===== config.mk =====
export PLATFORM = sky130hd
export DESIGN_NAME = id_ex_stage
export DESIGN_NICKNAME = d
export VERILOG_FILES = /design/src/rtl/rv32i_pkg.sv /design/src/rtl/fwd_mux.sv /design/src/rtl/id_ex_stage.sv
export SDC_FILE = /design/constraint.sdc
export NUM_CORES = 1
export LEC_CHECK = 0
export ABC_AREA = 1
export CORE_MARGIN = 2
export CORE_UTILIZATION = 45
export DETAILED_ROUTE_END_ITERATION = 10
export GPL_ROUTABILITY_DRIVEN = 0
export PLACE_DENSITY = 0.82
export SETUP_SLACK_MARGIN = 0.1
export SYNTH_ARGS = -nofsm -noshare
export SYNTH_HDL_FRONTEND = slang
export SYNTH_SLANG_ARGS = --single-unit

===== constraint.sdc =====
create_clock -name clk -period 2 [get_ports clk]
set_input_delay 0.4 -clock clk [delete_from_list [all_inputs] [get_ports clk]]
set_output_delay 0.4 -clock clk [all_outputs]
set_load 0.02 [all_outputs]

===== src/rtl/rv32i_pkg.sv =====
// Shared RV32I definitions: ALU opcode encoding, operand-select codes and
// default datapath widths.
package rv32i_pkg;

    localparam int XLEN_DEF = 32;
    localparam int RAW_DEF  = 5;

    localparam logic [3:0] ALU_ADD  = 4'b0000;
    localparam logic [3:0] ALU_SUB  = 4'b0001;
    localparam logic [3:0] ALU_AND  = 4'b0010;
    localparam logic [3:0] ALU_OR   = 4'b0011;
    localparam logic [3:0] ALU_XOR  = 4'b0100;
    localparam logic [3:0] ALU_SLL  = 4'b0101;
    localparam logic [3:0] ALU_SRL  = 4'b0110;
    localparam logic [3:0] ALU_SRA  = 4'b0111;
    localparam logic [3:0] ALU_SLT  = 4'b1000;
    localparam logic [3:0] ALU_SLTU = 4'b1001;

    localparam logic SRC1_RS1 = 1'b0;
    localparam logic SRC1_PC  = 1'b1;
    localparam logic SRC2_RS2 = 1'b0;
    localparam logic SRC2_IMM = 1'b1;

endpackage


===== src/rtl/fwd_mux.sv =====
// Forwarding mux for one source operand: EX/MEM beats MEM/WB beats the held
// register-file value; x0 is never forwarded.
module fwd_mux
    import rv32i_pkg::*;
#(
    parameter int XLEN = XLEN_DEF,
    parameter int RAW  = RAW_DEF
) (
    input  logic [RAW-1:0]  addr,
    input  logic [XLEN-1:0] held,
    input  logic            exmem_we,
    input  logic [RAW-1:0]  exmem_rd,
    input  logic [XLEN-1:0] exmem_rslt,
    input  logic            memwb_we,
    input  logic [RAW-1:0]  memwb_rd,
    input  logic [XLEN-1:0] memwb_data,
    output logic [XLEN-1:0] fwd
);

    logic hit_exmem;
    logic hit_memwb;

    assign hit_exmem = exmem_we && (exmem_rd != '0) && (exmem_rd == addr);
    assign hit_memwb = memwb_we && (memwb_rd != '0) && (memwb_rd == addr);

    always_comb begin
        // NOTE: default assignment first so every path drives fwd; no latch.
        fwd = held;
        if (hit_exmem) begin
            fwd = exmem_rslt;
        end else if (hit_memwb) begin
            fwd = memwb_data;
        end
    end

endmodule


===== src/rtl/id_ex_stage.sv =====
// ID/EX pipeline register with stall/flush control and EX-stage operand
// forwarding feeding the ALU inputs directly.
module id_ex_stage
    import rv32i_pkg::*;
#(
    parameter int XLEN = XLEN_DEF,
    parameter int RAW  = RAW_DEF
) (
    input  logic            clk,
    input  logic            rst_n,
    input  logic            id_valid,
    input  logic [XLEN-1:0] id_rs1_data,
    input  logic [XLEN-1:0] id_rs2_data,
    input  logic [RAW-1:0]  id_rs1_addr,
    input  logic [RAW-1:0]  id_rs2_addr,
    input  logic [RAW-1:0]  id_rd_addr,
    input  logic [XLEN-1:0] id_imm,
    input  logic [XLEN-1:0] id_pc,
    input  logic [3:0]      id_alu_ctrl,
    input  logic            id_src1_sel,
    input  logic            id_src2_sel,
    input  logic            id_reg_we,
    input  logic            stall,
    input  logic            flush,
    input  logic            exmem_we,
    input  logic [RAW-1:0]  exmem_rd,
    input  logic [XLEN-1:0] exmem_rslt,
    input  logic            memwb_we,
    input  logic [RAW-1:0]  memwb_rd,
    input  logic [XLEN-1:0] memwb_data,
    output logic            ex_valid,
    output logic [XLEN-1:0] in1,
    output logic [XLEN-1:0] in2,
    output logic [3:0]      alu_ctrl,
    output logic [RAW-1:0]  ex_rd_addr,
    output logic            ex_reg_we,
    output logic [XLEN-1:0] ex_store_data,
    output logic [XLEN-1:0] ex_pc
);

    logic            valid_q;
    logic [XLEN-1:0] rs1_data_q;
    logic [XLEN-1:0] rs2_data_q;
    logic [RAW-1:0]  rs1_addr_q;
    logic [RAW-1:0]  rs2_addr_q;
    logic [RAW-1:0]  rd_addr_q;
    logic [XLEN-1:0] imm_q;
    logic [XLEN-1:0] pc_q;
    logic [3:0]      alu_ctrl_q;
    logic            src1_sel_q;
    logic            src2_sel_q;
    logic            reg_we_q;

    logic            memwb_live;
    logic            refresh_rs1;
    logic            refresh_rs2;
    logic [XLEN-1:0] fwd_rs1;
    logic [XLEN-1:0] fwd_rs2;

    // A producer retiring during a stall must update the held operand, or
    // its value vanishes once MEM/WB moves on.
    assign memwb_live  = memwb_we && (memwb_rd != '0);
    assign refresh_rs1 = valid_q && memwb_live && (memwb_rd == rs1_addr_q);
    assign refresh_rs2 = valid_q && memwb_live && (memwb_rd == rs2_addr_q);

    always_ff @(posedge clk or negedge rst_n) begin
        if (!rst_n) begin
            valid_q    <= 1'b0;
            rs1_data_q <= '0;
            rs2_data_q <= '0;
            rs1_addr_q <= '0;
            rs2_addr_q <= '0;
            rd_addr_q  <= '0;
            imm_q      <= '0;
            pc_q       <= '0;
            alu_ctrl_q <= ALU_ADD;
            src1_sel_q <= SRC1_RS1;
            src2_sel_q <= SRC2_RS2;
            reg_we_q   <= 1'b0;
        end else if (flush) begin
            // NOTE: non-blocking assignments for all state so every register
            // samples pre-edge values regardless of statement order.
            valid_q    <= 1'b0;
            reg_we_q   <= 1'b0;
            alu_ctrl_q <= ALU_ADD;
        end else if (stall) begin
            if (refresh_rs1) rs1_data_q <= memwb_data;
            if (refresh_rs2) rs2_data_q <= memwb_data;
        end else begin
            valid_q    <= id_valid;
            rs1_data_q <= id_rs1_data;
            rs2_data_q <= id_rs2_data;
            rs1_addr_q <= id_rs1_addr;
            rs2_addr_q <= id_rs2_addr;
            rd_addr_q  <= id_rd_addr;
            imm_q      <= id_imm;
            pc_q       <= id_pc;
            alu_ctrl_q <= id_alu_ctrl;
            src1_sel_q <= id_src1_sel;
            src2_sel_q <= id_src2_sel;
            reg_we_q   <= id_reg_we;
        end
    end

    fwd_mux #(.XLEN(XLEN), .RAW(RAW)) u_fwd_rs1 (
        .addr       (rs1_addr_q),
        .held       (rs1_data_q),
        .exmem_we   (exmem_we),
        .exmem_rd   (exmem_rd),
        .exmem_rslt (exmem_rslt),
        .memwb_we   (memwb_we),
        .memwb_rd   (memwb_rd),
        .memwb_data (memwb_data),
        .fwd        (fwd_rs1)
    );

    fwd_mux #(.XLEN(XLEN), .RAW(RAW)) u_fwd_rs2 (
        .addr       (rs2_addr_q),
        .held       (rs2_data_q),
        .exmem_we   (exmem_we),
        .exmem_rd   (exmem_rd),
        .exmem_rslt (exmem_rslt),
        .memwb_we   (memwb_we),
        .memwb_rd   (memwb_rd),
        .memwb_data (memwb_data),
        .fwd        (fwd_rs2)
    );

    assign in1           = (src1_sel_q == SRC1_PC)  ? pc_q  : fwd_rs1;
    assign in2           = (src2_sel_q == SRC2_IMM) ? imm_q : fwd_rs2;
    assign ex_store_data = fwd_rs2;
    assign ex_valid      = valid_q;
    assign alu_ctrl      = alu_ctrl_q;
    assign ex_rd_addr    = rd_addr_q;
    assign ex_reg_we     = reg_we_q & valid_q;
    assign ex_pc         = pc_q;

endmodule


# --- Yosys cells after proc, flatten, opt, wreduce, memory -nomap -nowiden ---
# Cells that the tools add are included.
word_totals:
  ff_bits: 151
  output_inout_bits: 139
  word_cells: 52
classes:
  n_eq_ne: 7
  mux: 16
  n_bitwise: 3
  reduce_logical: 14
op_table:
  columns: ["op", "n"]
  rows:
  - ["32-bit two-way mux", 10]
  - ["5-bit equality test", 4]
  - ["5-bit nonzero test", 2]
  - ["1-bit logical AND", 9]
  - ["4-bit two-way mux", 2]
  - ["2-bit by 1-bit != test with 1-bit output (second input constant)", 3]
  - ["2-bit AND reduction", 3]
  - ["1-bit two-way mux", 4]
  - ["1-bit inverter", 2]
  - ["1-bit bitwise AND", 1]

# --- Logic depth before layout (Yosys ltp) ---
# Gate-level depths: netlist (run 1).
logic_depth:
  word_depth: 6
  depth_mapped: 11
  depth_no_buf: 10

# --- Modules after synthesis ---
# A second synthesis (run 1) with hierarchy kept.
hier_totals:
  cells_unflattened: 1621
  hier_area_um2: 10437.5
modules_own_cells:
  columns: ["module", "instances", "cells_each", "area_per_inst_um2", "seq_area_each_um2"]
  rows:
  - ["id_ex_stage", 1, 1025, 7604.8, 3778.6]
  - ["fwd_mux", 2, 298, 1416.4, 0.0]

# --- Least setup slack after synthesis (run 1) ---
# No wires, ideal clock.
synth_path:
  kind: "input to output"
  startpoint: "input memwb_rd[1]"
  endpoint: "output in2[21]"
  arrival_ns: 1.535
  setup_slack_ns: 0.065
  path_stages: 10
  n_path_buf: 1
  cell_sequence: "inv_1 > nand2_1 > nand2_1 > nand3_1 > nor2_2 > clkbuf_1 > nand3_1 > nand3_1 > nand3_1 > nand2_1"
synth_between:
  elab_chain_len: 6
  word_cells_on_any_way: 7
  classes_between: "1 x eq/ne; 3 x mux; 3 x reduce/logical"
synth_rtl:
  columns: ["item", "line_no", "source"]
  rows:
  - ["start: declaration", "id_ex_stage.sv:29", "input logic [RAW-1:0] memwb_rd,"]
  - ["5-bit nonzero test", "fwd_mux.sv:24", "assign hit_memwb = memwb_we && (memwb_rd != '0) && (memwb_rd == addr);"]
  - ["1-bit logical AND", "fwd_mux.sv:24", null]
  - ["1-bit logical AND (*)", "fwd_mux.sv:24", null]
  - ["32-bit two-way mux (*)", "fwd_mux.sv:31", "end else if (hit_memwb) begin"]
  - ["32-bit two-way mux (*)", "fwd_mux.sv:29", "if (hit_exmem) begin"]
  - ["32-bit two-way mux (*)", "id_ex_stage.sv:130", "assign in2 = (src2_sel_q == SRC2_IMM) ? imm_q : fwd_rs2;"]
  - ["end: declaration", "id_ex_stage.sv:33", "output logic [XLEN-1:0] in2,"]
# Every way passes the cells marked *; elsewhere a longest branch is shown, timed or not.

# --- Worst setup path in the final report (run 1) ---
layout_path:
  startpoint: "register rs1_addr_q[3]"
  endpoint: "output in1[30]"
layout_between:
  elab_chain_len: 5
  word_cells_on_any_way: 7
  classes_between: "2 x eq/ne; 3 x mux; 2 x reduce/logical"
layout_rtl:
  columns: ["item", "line_no", "source"]
  rows:
  - ["start: declaration", "id_ex_stage.sv:44", "logic [RAW-1:0] rs1_addr_q;"]
  - ["start signal: assignment", "id_ex_stage.sv:93", "rs1_addr_q <= id_rs1_addr;"]
  - ["5-bit equality test", "fwd_mux.sv:24", null]
  - ["1-bit logical AND", "fwd_mux.sv:24", null]
  - ["32-bit two-way mux", "fwd_mux.sv:31", null]
  - ["32-bit two-way mux (*)", "fwd_mux.sv:29", null]
  - ["32-bit two-way mux (*)", "id_ex_stage.sv:129", "assign in1 = (src1_sel_q == SRC1_PC) ? pc_q : fwd_rs1;"]
  - ["end: declaration", "id_ex_stage.sv:32", "output logic [XLEN-1:0] in1,"]
# Marked as above.

==> results of run 1 <==
==> logic make-up after synthesis <==
family                 share of synthesized area
XOR/XNOR                                  0.0128
flip-flops                                 0.393
AND/OR/NAND/NOR                            0.426
AO/OA/AOI/OAI                             0.0564
buffers and inverters                      0.111
==> sequential cells by signal (all words and copies together) (netlist names) <==
signal / flops
src2_sel_q: 1
reg_we_q: 1
ex_pc: 32
rs2_addr_q: 5
ex_rd_addr: 5
rs2_data_q: 32
rs1_addr_q: 5
alu_ctrl: 4
src1_sel_q: 1
ex_valid: 1
imm_q: 32
rs1_data_q: 32
==> worst max path at each step <==
stage / endpoint / from / depth (start not counted) / slack (ns)
6_report: in1[30] / rs1_addr_q[3]$_DFFE_PN0P_ / 11 / -0.68
2_1_floorplan: ex_store_data[10] / exmem_rd[2] / 7 / 0.07
3_3_place_gp: in2[28] / exmem_rd[0] / 11 / -1.06
3_5_place_dp: in2[28] / exmem_rd[0] / 11 / -1.14
4_1_cts: in1[25] / rs1_addr_q[3]$_DFFE_PN0P_ / 10 / -0.58
5_1_grt: ex_store_data[1] / rs2_addr_q[0]$_DFFE_PN0P_ / 10 / -0.74
==> stage by stage <==
step | total power, W | hold slack (ns) | util
detailed placement | 0.00809 | 0.322 | 0.674
CTS | 0.0115 | 0.452 | 0.723
global placement | 0.00800 | 0.320 | 0.674
floorplan | 0.00577 | 0.104 | -
global route | 0.0129 | 0.468 | 0.801
finish | 0.0124 | 0.457 | 0.801
==> per-layer routing <==
metal,GRT usage,vias to the layer above,routed length (um)
met5,0,-,11
met4,0.151,2,2210
met3,0.0811,195,4850
met2,0.587,840,21600
met1,0.431,5750,15500
li1,-,5487,-
==> power by group through the flow <==
stage	logic, W	registers (W)	clock network, W
finish	0.00526	0.00378	0.00334
global route	0.00555	0.00381	0.00350
CTS	0.00441	0.00371	0.00334
detailed placement	0.00433	0.00376	0
global placement	0.00426	0.00374	0
floorplan	0.00195	0.00382	0
==> area by class of cell <==
| class | instances | area [um^2] | area share |
|---|---|---|---|
| clock buffer | 22 | 474 | 0.0283 |
| clock inverter | 10 | 120 | 0.00716 |
| inverter | 177 | 669 | 0.0399 |
| multi-input combinational | 1080 | 6120 | 0.365 |
| sequential | 151 | 3780 | 0.225 |
| tap | 275 | 344 | 0.0205 |
| timing repair buffer | 472 | 5270 | 0.314 |
==> Yosys cell counts (all sizes together) <==
cell | instances | share of area
nor2 | 11 | 0.0051
nor3 | 1 | 0.0010
nand2 | 645 | 0.25
inv | 177 | 0.069
nand3 | 234 | 0.12
o21ai | 106 | 0.056
xnor2 | 6 | 0.0055
nand4 | 36 | 0.024
buf | 42 | 0.020
dfrtp | 151 | 0.39
and2 | 32 | 0.021
clkbuf | 56 | 0.022
nand3b | 1 | 0.00078
xor2 | 8 | 0.0073
==> repair_timing <==
item | in CTS | in global routing
setup endpoints to repair | 131 | 163
buffers inserted | 29 | 5
endpoints found under the hold margin | 30 | 0
hold buffers | 1 | 0
gates cloned | 6 | 7
pin swaps | 23 | 58
resized for setup | 534 | 387
==> results.py, run 1 <==
metrics = {
    "routing": {
        "drt_iter0_markers": 1246,
        "drt-wirelength-per-cell_um": 20.2,
        "drtPass1Iterations": 6,
        "drc": 0,
        "postRouteAntennaNets": 0,
        "totalWireLength_um": 44200,
        "num_vias": 12300,
        "vias_per_cell": 5.61,
    },
    "clock_tree": {
        "ctsHtreeMaxLevel": 4,
        "worstSkewPairLatency_ns": 0.43,
        "root_buffer": "clkbuf_16",
        "cts_buffers": 17,
        "cts.sinks": 151,
        "cts_tree": "yes",
        "clkSlewWorstSetupHoldPaths_ns": 0.07,
        "clock_path_buffers": 2,
    },
    "floorplanning": {
        "dieArea_um2": 22500,
        "io_pins": 370,
        "core_area_um2": 21000,
        "die_h_um": 150,
        "fp-row-count": 53,
        "initial_core_util": 0.458,
        "die_w_um": 150,
    },
    "hold_path": {
        "hp-class": "in -> async",
    },
    "global_route": {
        "grt_pass1_vias": 11400,
        "grt_start_max_net_pins": 65,
        "grt_first_pass_wirelength_um": 60700,
        "grt_overflow_total": 0,
        "antenna_found_initial": 1,
        "grt_usage": 0.350,
    },
    "placement": {
        "io_buffers": 369,
        "dpl-instance-area_um2": 14100,
        "post-place-ws_ns": -1.14,
        "dp_hpwl_um": 27100,
        "dp_cells": 2113,
    },
    "worst_setup_path": {
        "critical_path.reg2reg.startpoint": "rs1_addr_q[1]$_DFFE_PN0P_",
        "worstPathRequired_ns": 1.60,
        "path_delay_family": "simple AND/OR/NAND/NOR gates",
        "critPathLaunchType": "register",
        "cp_data_arrival_time_ns": 2.28,
        "rrSetupSlack_ns": 0,
        "slowest_stage": "dfrtp_1",
        "end_kind": "primary output",
        "reg2reg_depth": 10,
        "crit_fanout": 4,
        "crit_path_frequent_cell": "nand2_2",
        "crit_chain": "buf_6, xor2_2, nor2_4, nand3_4, buf_12, clkbuf_16, nand2_2, nand3_2, nand2_2, nand2_2, buf_6",
        "path_class": "reg -> out",
        "max_stage_delay_ns": 0.43,
        "rr_endpoint": "rs1_data_q[29]$_DFFE_PN0P_",
        "cp_num_buf_inv": 4,
    },
    "logic_synthesis": {
        "synth.distinct_cells": 21,
        "synth.avg_cell_area_um2": 6.38,
        "ys_ff_latch": 151,
        "syn_inst": 1506,
        "synth_fp_nets": 1737,
        "seq_area_frac_synth": 0.393,
        "yosysWarnings": 0,
        "syn_area_um2": 9600,
    },
    "power": {
        "cellPowerDensity_nw_per_um2": 738,
        "seqPwrFrac": 0.305,
        "p_clk_frac": 0.270,
        "ir_drop_uv": 645,
        "netSwitchingFraction": 0.368,
        "p_switching_w": 0.00456,
        "intPower_w": 0.00782,
        "combPwrFrac": 0.425,
        "leakage_nw": 8.57,
    },
    "finish": {
        "mostFrequentLayoutCells": "527 x nand2_1, 259 x clkdlybuf4s50_1, 169 x inv_1",
        "syn_to_final_growth_pct": 74.7,
        "layout_commonest_cell": "nand2_1",
        "n_fill_cell": 1366,
        "postLayoutCellArea_um2": 16800,
        "antenna_cells": 0,
        "num-nets-final": 2130,
        "finalNonFillerCells": 2187,
        "drive_gt1_frac": 0.267,
    },
    "sta": {
        "hold_viol_final": 0,
        "clock_skew_ns": 0.0123,
        "setup_viol": 96,
        "grt_setup_unrepaired": "true",
        "clock.fmax_mhz": 373,
        "finalCritPeriodShare": 1.34,
        "fin_ws_ns": -0.679,
        "fin_crit_ns": 2.68,
        "max_slew_margin": 0.700,
        "fin_tns_setup_ns": -55.99,
        "drv_slew": 0,
        "tightestPinTransition_ns": 0.445,
    },
    "run_status": {
        "violations": "negative setup slack",
        "status": "finished, violations left",
    },
    "job": {
        "cap_violations": 0,
    },
}
Note: power is estimated with default switching activity, not from simulation.
==> run 2, diff against run 1 <==
--- a/config.mk
+++ b/config.mk
@@ -10,6 +10,7 @@
 export CORE_UTILIZATION = 45
 export DETAILED_ROUTE_END_ITERATION = 10
 export GPL_ROUTABILITY_DRIVEN = 0
+export GPL_TIMING_DRIVEN = 0
 export PLACE_DENSITY = 0.82
 export SETUP_SLACK_MARGIN = 0.1
 export SYNTH_ARGS = -nofsm -noshare
==> run 2 against run 1 <==
  * The run still ends with negative setup slack left
  * First-iteration DRC count rose by 3.7%
  * Cell area fell by 0.28%
  * Setup slack got worse by 0.030 ns
  * Via count rose by 2.8%
  * Global-route usage rose by 2.6 points
  * Core utilization fell by 0.23 points
  * Fmax fell by 1.1%
  * Count of clock-buffer cells in the layout fell by 3
  * Critical path type unchanged
  * Critical endpoint is now ex_store_data[16]
==> results.py, run 2 (synthesis results as in run 1) <==
metrics = {
    "run_status": {
        "status": "finished, violations left",
        "violations": "negative setup slack",
    },
    "worst_setup_path": {
        "crit_fanout": 8,
        "path_class": "reg -> out",
        "slowest_stage": "dfrtp_1",
        "reg2reg_depth": 14,
        "worstPathRequired_ns": 1.60,
        "crit_chain": "inv_1, nand2_1, nand2_1, nand3_2, nor2_4, nand2_4, clkbuf_16, buf_6, nand2_2, nand3_2, and2_4, buf_6",
        "crit_path_end": "ex_store_data[16]",
        "rr_endpoint": "rs2_data_q[7]$_DFFE_PN0P_",
        "cp_data_arrival_time_ns": 2.31,
        "critPathLaunchType": "register",
        "max_stage_delay_ns": 0.41,
        "rrSetupSlack_ns": -0.11,
        "crit_start": "rs2_addr_q[1]$_DFFE_PN0P_",
        "end_kind": "primary output",
        "critical_path.reg2reg.startpoint": "rs2_addr_q[1]$_DFFE_PN0P_",
    },
    "clock_tree": {
        "root_buffer": "clkbuf_16",
        "ctsHtreeMaxLevel": 4,
        "cts_buffers": 17,
        "worstSkewPairLatency_ns": 0.43,
        "cts_tree": "yes",
        "clkSlewWorstSetupHoldPaths_ns": 0.07,
        "clock_path_buffers": 2,
        "cts.sinks": 151,
    },
    "routing": {
        "drc": 0,
        "drt_iter0_markers": 1292,
        "drtPass1Iterations": 6,
        "vias_per_cell": 5.61,
        "num_vias": 12600,
        "drt-wirelength-per-cell_um": 20.3,
        "totalWireLength_um": 45600,
        "postRouteAntennaNets": 0,
    },
    "global_route": {
        "grt_usage": 0.376,
        "grt_first_pass_wirelength_um": 64900,
        "grt_overflow_total": 0,
        "grt_pass1_vias": 12200,
        "grt_start_max_net_pins": 96,
        "antenna_found_initial": 1,
    },
    "sta": {
        "max_slew_margin": 0.501,
        "drv_slew": 0,
        "finalCritPeriodShare": 1.35,
        "fin_crit_ns": 2.71,
        "clock_skew_ns": 0.00874,
        "grt_setup_unrepaired": "true",
        "hold_viol_final": 0,
        "fin_ws_ns": -0.709,
        "tightestPinTransition_ns": 0.748,
        "setup_viol": 128,
        "clock.fmax_mhz": 369,
    },
    "floorplanning": {
        "core_area_um2": 21000,
        "die_w_um": 150,
        "die_h_um": 150,
        "dieArea_um2": 22500,
        "initial_core_util": 0.458,
        "io_pins": 370,
        "fp-row-count": 53,
    },
    "placement": {
        "dp_cells": 2150,
        "io_buffers": 368,
        "dp_hpwl_um": 29900,
    },
    "power": {
        "leakage_nw": 8.63,
        "p_total_w": 0.0122,
        "cellPowerDensity_nw_per_um2": 731,
        "ir_drop_uv": 609,
    },
    "finish": {
        "num-nets-final": 2192,
        "syn_to_final_growth_pct": 74.2,
        "layout_commonest_cell": "nand2_1",
        "mostFrequentLayoutCells": "535 x nand2_1, 257 x clkdlybuf4s50_1, 171 x inv_1",
        "finalNonFillerCells": 2249,
        "drive_gt1_frac": 0.272,
        "antenna_cells": 0,
    },
    "hold_path": {
        "hp-class": "in -> reg",
    },
    "job": {
        "cap_violations": 0,
    },
}
[run 2: changes by cell type in the layout (fill, tap and decap cells not counted), sizes merged]
cell	previous run	this run
clkbuf	29	72
dlymetal6s2s	0	2
clkinvlp	2	4
dlygate4sd2	11	12
clkdlybuf4s50	259	257
buf	194	209
inv	178	179
[run 2: area by class of cell]
| cell class | instances | area [um^2] |
|---|---|---|
| Multi-Input combinational cell | 1080 | 6030 |
| Timing Repair Buffer | 436 | 4530 |
| Fill cell | 1437 | 4220 |
| Sequential cell | 151 | 3780 |
| Buffer | 98 | 796 |
| Inverter | 177 | 664 |
| Clock buffer | 19 | 443 |
| Tap cell | 275 | 344 |
| Clock inverter | 13 | 148 |
[run 2: where the power goes]
group	total, W	leakage (nW)	switching [W]	internal, W
sequential	0.00377	1.88	0.000325	0.00345
combinational	0.00513	6.47	0.00282	0.00231
clock	0.00333	0.276	0.00144	0.00189
total	0.0122	8.63	0.00459	0.00764
[run 2: worst min path at each step]
stage | startpoint | slack (ns) | depth (start not counted) | to
after CTS | stall | 0.47 | 5 | rs2_data_q[30]$_DFFE_PN0P_
after detailed placement | rst_n | 0.41 | 1 | imm_q[9]$_DFFE_PN0P_
final | stall | 0.47 | 5 | rs2_data_q[30]$_DFFE_PN0P_
after global routing | imm_q[30]$_DFFE_PN0P_ | 0.49 | 2 | imm_q[30]$_DFFE_PN0P_
after floorplan | rst_n | 0.10 | 0 | alu_ctrl[0]$_DFFE_PN0P_
after global placement | imm_q[21]$_DFFE_PN0P_ | 0.45 | 2 | imm_q[21]$_DFFE_PN0P_
[run 2: through the flow]
| step | setup TNS, ns | worst slack [ns] | util | hold slack, ns | cell area, um^2 |
|---|---|---|---|---|---|
| finish | -61.14 | -0.709 | 0.798 | 0.474 | 16700 |
| CTS | -58.50 | -0.722 | 0.742 | 0.469 | 15600 |
| global placement | -1138.54 | -5.85 | 0.651 | 0.454 | 13600 |
| global route | -71.62 | -0.789 | 0.798 | 0.492 | 16700 |
| floorplan | 0 | 0.0673 | - | 0.104 | 9610 |
| detailed placement | -260.20 | -1.97 | 0.652 | 0.406 | 13700 |
[run 2: timing repair]
action | CTS | global route
cloned | 6 | 6
pin swaps | 36 | 56
endpoints found under the setup margin | 241 | 182
resized for setup | 823 | 252
setup buffers | 31 | 26
hold buffers | 1 | 0
hold endpoints to repair | 56 | 0
[run 2: worst max-delay path: cells and delay by family, from the launching register on]
| kind | cells | cell delay [ns] |
|---|---|---|
| buffers and inverters | 4 | 0.53 |
| DFF | 1 | 0.41 |
| and+or+nand+nor | 8 | 0.92 |
[run 2: per-layer routing]
| layer | global-route usage | routed length, um | up-vias |
|---|---|---|---|
| met3 | 0.102 | 4940 | 199 |
| met1 | 0.454 | 16500 | 5881 |
| li1 | - | - | 5623 |
| met2 | 0.619 | 21700 | 909 |
| met4 | 0.187 | 2350 | 2 |
| met5 | 0 | 17 | - |
==> run 3, diff against run 2 <==
--- a/config.mk
+++ b/config.mk
@@ -6,6 +6,7 @@
 export NUM_CORES = 1
 export LEC_CHECK = 0
 export ABC_AREA = 1
+export CAP_MARGIN = 30
 export CORE_MARGIN = 2
 export CORE_UTILIZATION = 45
 export DETAILED_ROUTE_END_ITERATION = 10
==> run 3 against run 2 <==
  * The run still ends with negative setup slack left
  * Cell area did not move
  * Flip-flop and latch count unchanged
  * Critical path depth stayed put
  * Register-to-register slack about the same
  * Routed wire length is the same
  * Clock power about the same
  * Hold slack unchanged
  * Critical endpoint unchanged
  * Largest cell class unchanged
==> results.py, run 3 (synthesis results as in run 1) <==
metrics = {
    "global_route": {
        "grt_pass1_vias": 12200,
        "grt_first_pass_wirelength_um": 64900,
        "grt_usage": 0.376,
        "grt_start_max_net_pins": 96,
        "antenna_found_initial": 1,
        "grt_overflow_total": 0,
    },
    "finish": {
        "mostFrequentLayoutCells": "535 x nand2_1, 257 x clkdlybuf4s50_1, 171 x inv_1",
        "antenna_cells": 0,
        "drive_gt1_frac": 0.272,
        "num-nets-final": 2192,
        "layout_commonest_cell": "nand2_1",
        "utilization": 0.798,
        "seqCellArea_um2": 3780,
        "n_fill_cell": 1437,
        "syn_to_final_growth_pct": 74.2,
        "multiInputGateArea_um2": 6030,
    },
    "routing": {
        "drc": 0,
        "totalWireLength_um": 45600,
        "postRouteAntennaNets": 0,
        "drt_iter0_markers": 1292,
        "drt-wirelength-per-cell_um": 20.3,
        "vias_per_cell": 5.61,
        "drtPass1Iterations": 6,
        "num_vias": 12600,
    },
    "floorplanning": {
        "die_h_um": 150,
        "fp-row-count": 53,
        "core_area_um2": 21000,
        "die_w_um": 150,
        "io_pins": 370,
        "initial_core_util": 0.458,
        "dieArea_um2": 22500,
    },
    "power": {
        "cellPowerDensity_nw_per_um2": 731,
        "ir_drop_uv": 609,
        "p_total_w": 0.0122,
        "leakage_nw": 8.63,
    },
    "clock_tree": {
        "clock_path_buffers": 2,
        "root_buffer": "clkbuf_16",
        "cts.sinks": 151,
        "clkSlewWorstSetupHoldPaths_ns": 0.07,
        "cts_buffers": 17,
        "ctsHtreeMaxLevel": 4,
        "cts_tree": "yes",
        "worstSkewPairLatency_ns": 0.43,
    },
    "sta": {
        "clock.fmax_mhz": 369,
        "fin_ws_ns": -0.709,
        "grt_setup_unrepaired": "true",
        "setup_viol": 128,
        "max_slew_margin": 0.501,
        "fin_tns_setup_ns": -61.14,
        "tightestPinTransition_ns": 0.748,
        "finalCritPeriodShare": 1.35,
        "drv_slew": 0,
        "hold_viol_final": 0,
        "fin_crit_ns": 2.71,
        "clock_skew_ns": 0.00874,
    },
    "run_status": {
        "status": "finished, violations left",
        "violations": "negative setup slack",
    },
    "worst_setup_path": {
        "end_kind": "primary output",
        "worstPathRequired_ns": 1.60,
        "rrSetupSlack_ns": -0.11,
        "slowest_stage": "dfrtp_1",
        "path_class": "reg -> out",
        "crit_fanout": 8,
        "crit_chain": "inv_1, nand2_1, nand2_1, nand3_2, nor2_4, nand2_4, clkbuf_16, buf_6, nand2_2, nand3_2, and2_4, buf_6",
        "max_stage_delay_ns": 0.41,
        "critical_path.reg2reg.startpoint": "rs2_addr_q[1]$_DFFE_PN0P_",
        "cp_data_arrival_time_ns": 2.31,
        "reg2reg_depth": 14,
        "rr_endpoint": "rs2_data_q[7]$_DFFE_PN0P_",
        "critPathLaunchType": "register",
    },
    "hold_path": {
        "hold_depth": 5,
        "hold_end": "rs2_data_q[30]$_DFFE_PN0P_",
        "hp-class": "in -> reg",
        "min-delay-start": "stall",
    },
    "job": {
        "cap_violations": 0,
    },
    "placement": {
        "dp_hpwl_um": 29900,
        "io_buffers": 368,
    },
}
## run 3: critical path, delay by kind of cell (launching register included)
family	cells	cell delay [ns]
buffers and inverters	4	0.53
DFF	1	0.41
and+or+nand+nor	8	0.92
## run 3: report_power, final
group / internal (W) / total, W / switching [W] / leakage (nW)
sequential: 0.00345 / 0.00377 / 0.000325 / 1.88
combinational: 0.00231 / 0.00513 / 0.00282 / 6.47
clock: 0.00189 / 0.00333 / 0.00144 / 0.276
## run 3: timing repair
action	in CTS	in global routing
hold buffers	1	0
pin swaps	36	56
hold endpoints to repair	56	0
buffers inserted	31	26
cloned	6	6
gates resized for setup	823	252
setup endpoints to repair	241	182
## run 3: metrics by stage
| stage | std cells | hold WS [ns] | area, um^2 | setup slack [ns] |
|---|---|---|---|---|
| floorplan | 1506 | 0.104 | 9610 | 0.0673 |
| global placement | 2149 | 0.454 | 13600 | -5.85 |
| detailed placement | 2150 | 0.406 | 13700 | -1.97 |
| CTS | 2220 | 0.469 | 15600 | -0.722 |
| global route | 2249 | 0.492 | 16700 | -0.789 |
| finish | 2249 | 0.474 | 16700 | -0.709 |
## run 3: how the worst max path moves through the flow
stage / from / end / depth (start not counted)
after floorplan: exmem_rd[2] / ex_store_data[10] / 7
after global placement: rst_n / ex_pc[24]$_DFFE_PN0P_ / 1
after detailed placement: exmem_rd[4] / in2[20] / 9
after CTS: rs2_addr_q[0]$_DFFE_PN0P_ / ex_store_data[16] / 10
after global routing: rs1_addr_q[1]$_DFFE_PN0P_ / in1[17] / 13
final: rs2_addr_q[1]$_DFFE_PN0P_ / ex_store_data[16] / 12
## run 3: final cells by class
type | count | area share
sequential | 151 | 0.226
buffer | 98 | 0.0476
timing repair buffer | 436 | 0.271
clock inverter | 13 | 0.00882
multi-input combinational | 1080 | 0.360
clock buffer | 19 | 0.0265
inverter | 177 | 0.0397
tap | 275 | 0.0206
## run 3: metal layers
metal | routed length [um] | share of wire | GRT usage
met1 | 16500 | 0.36 | 0.454
met2 | 21700 | 0.48 | 0.619
met3 | 4940 | 0.11 | 0.102
met4 | 2350 | 0.051 | 0.187
met5 | 17 | 0.00037 | 0
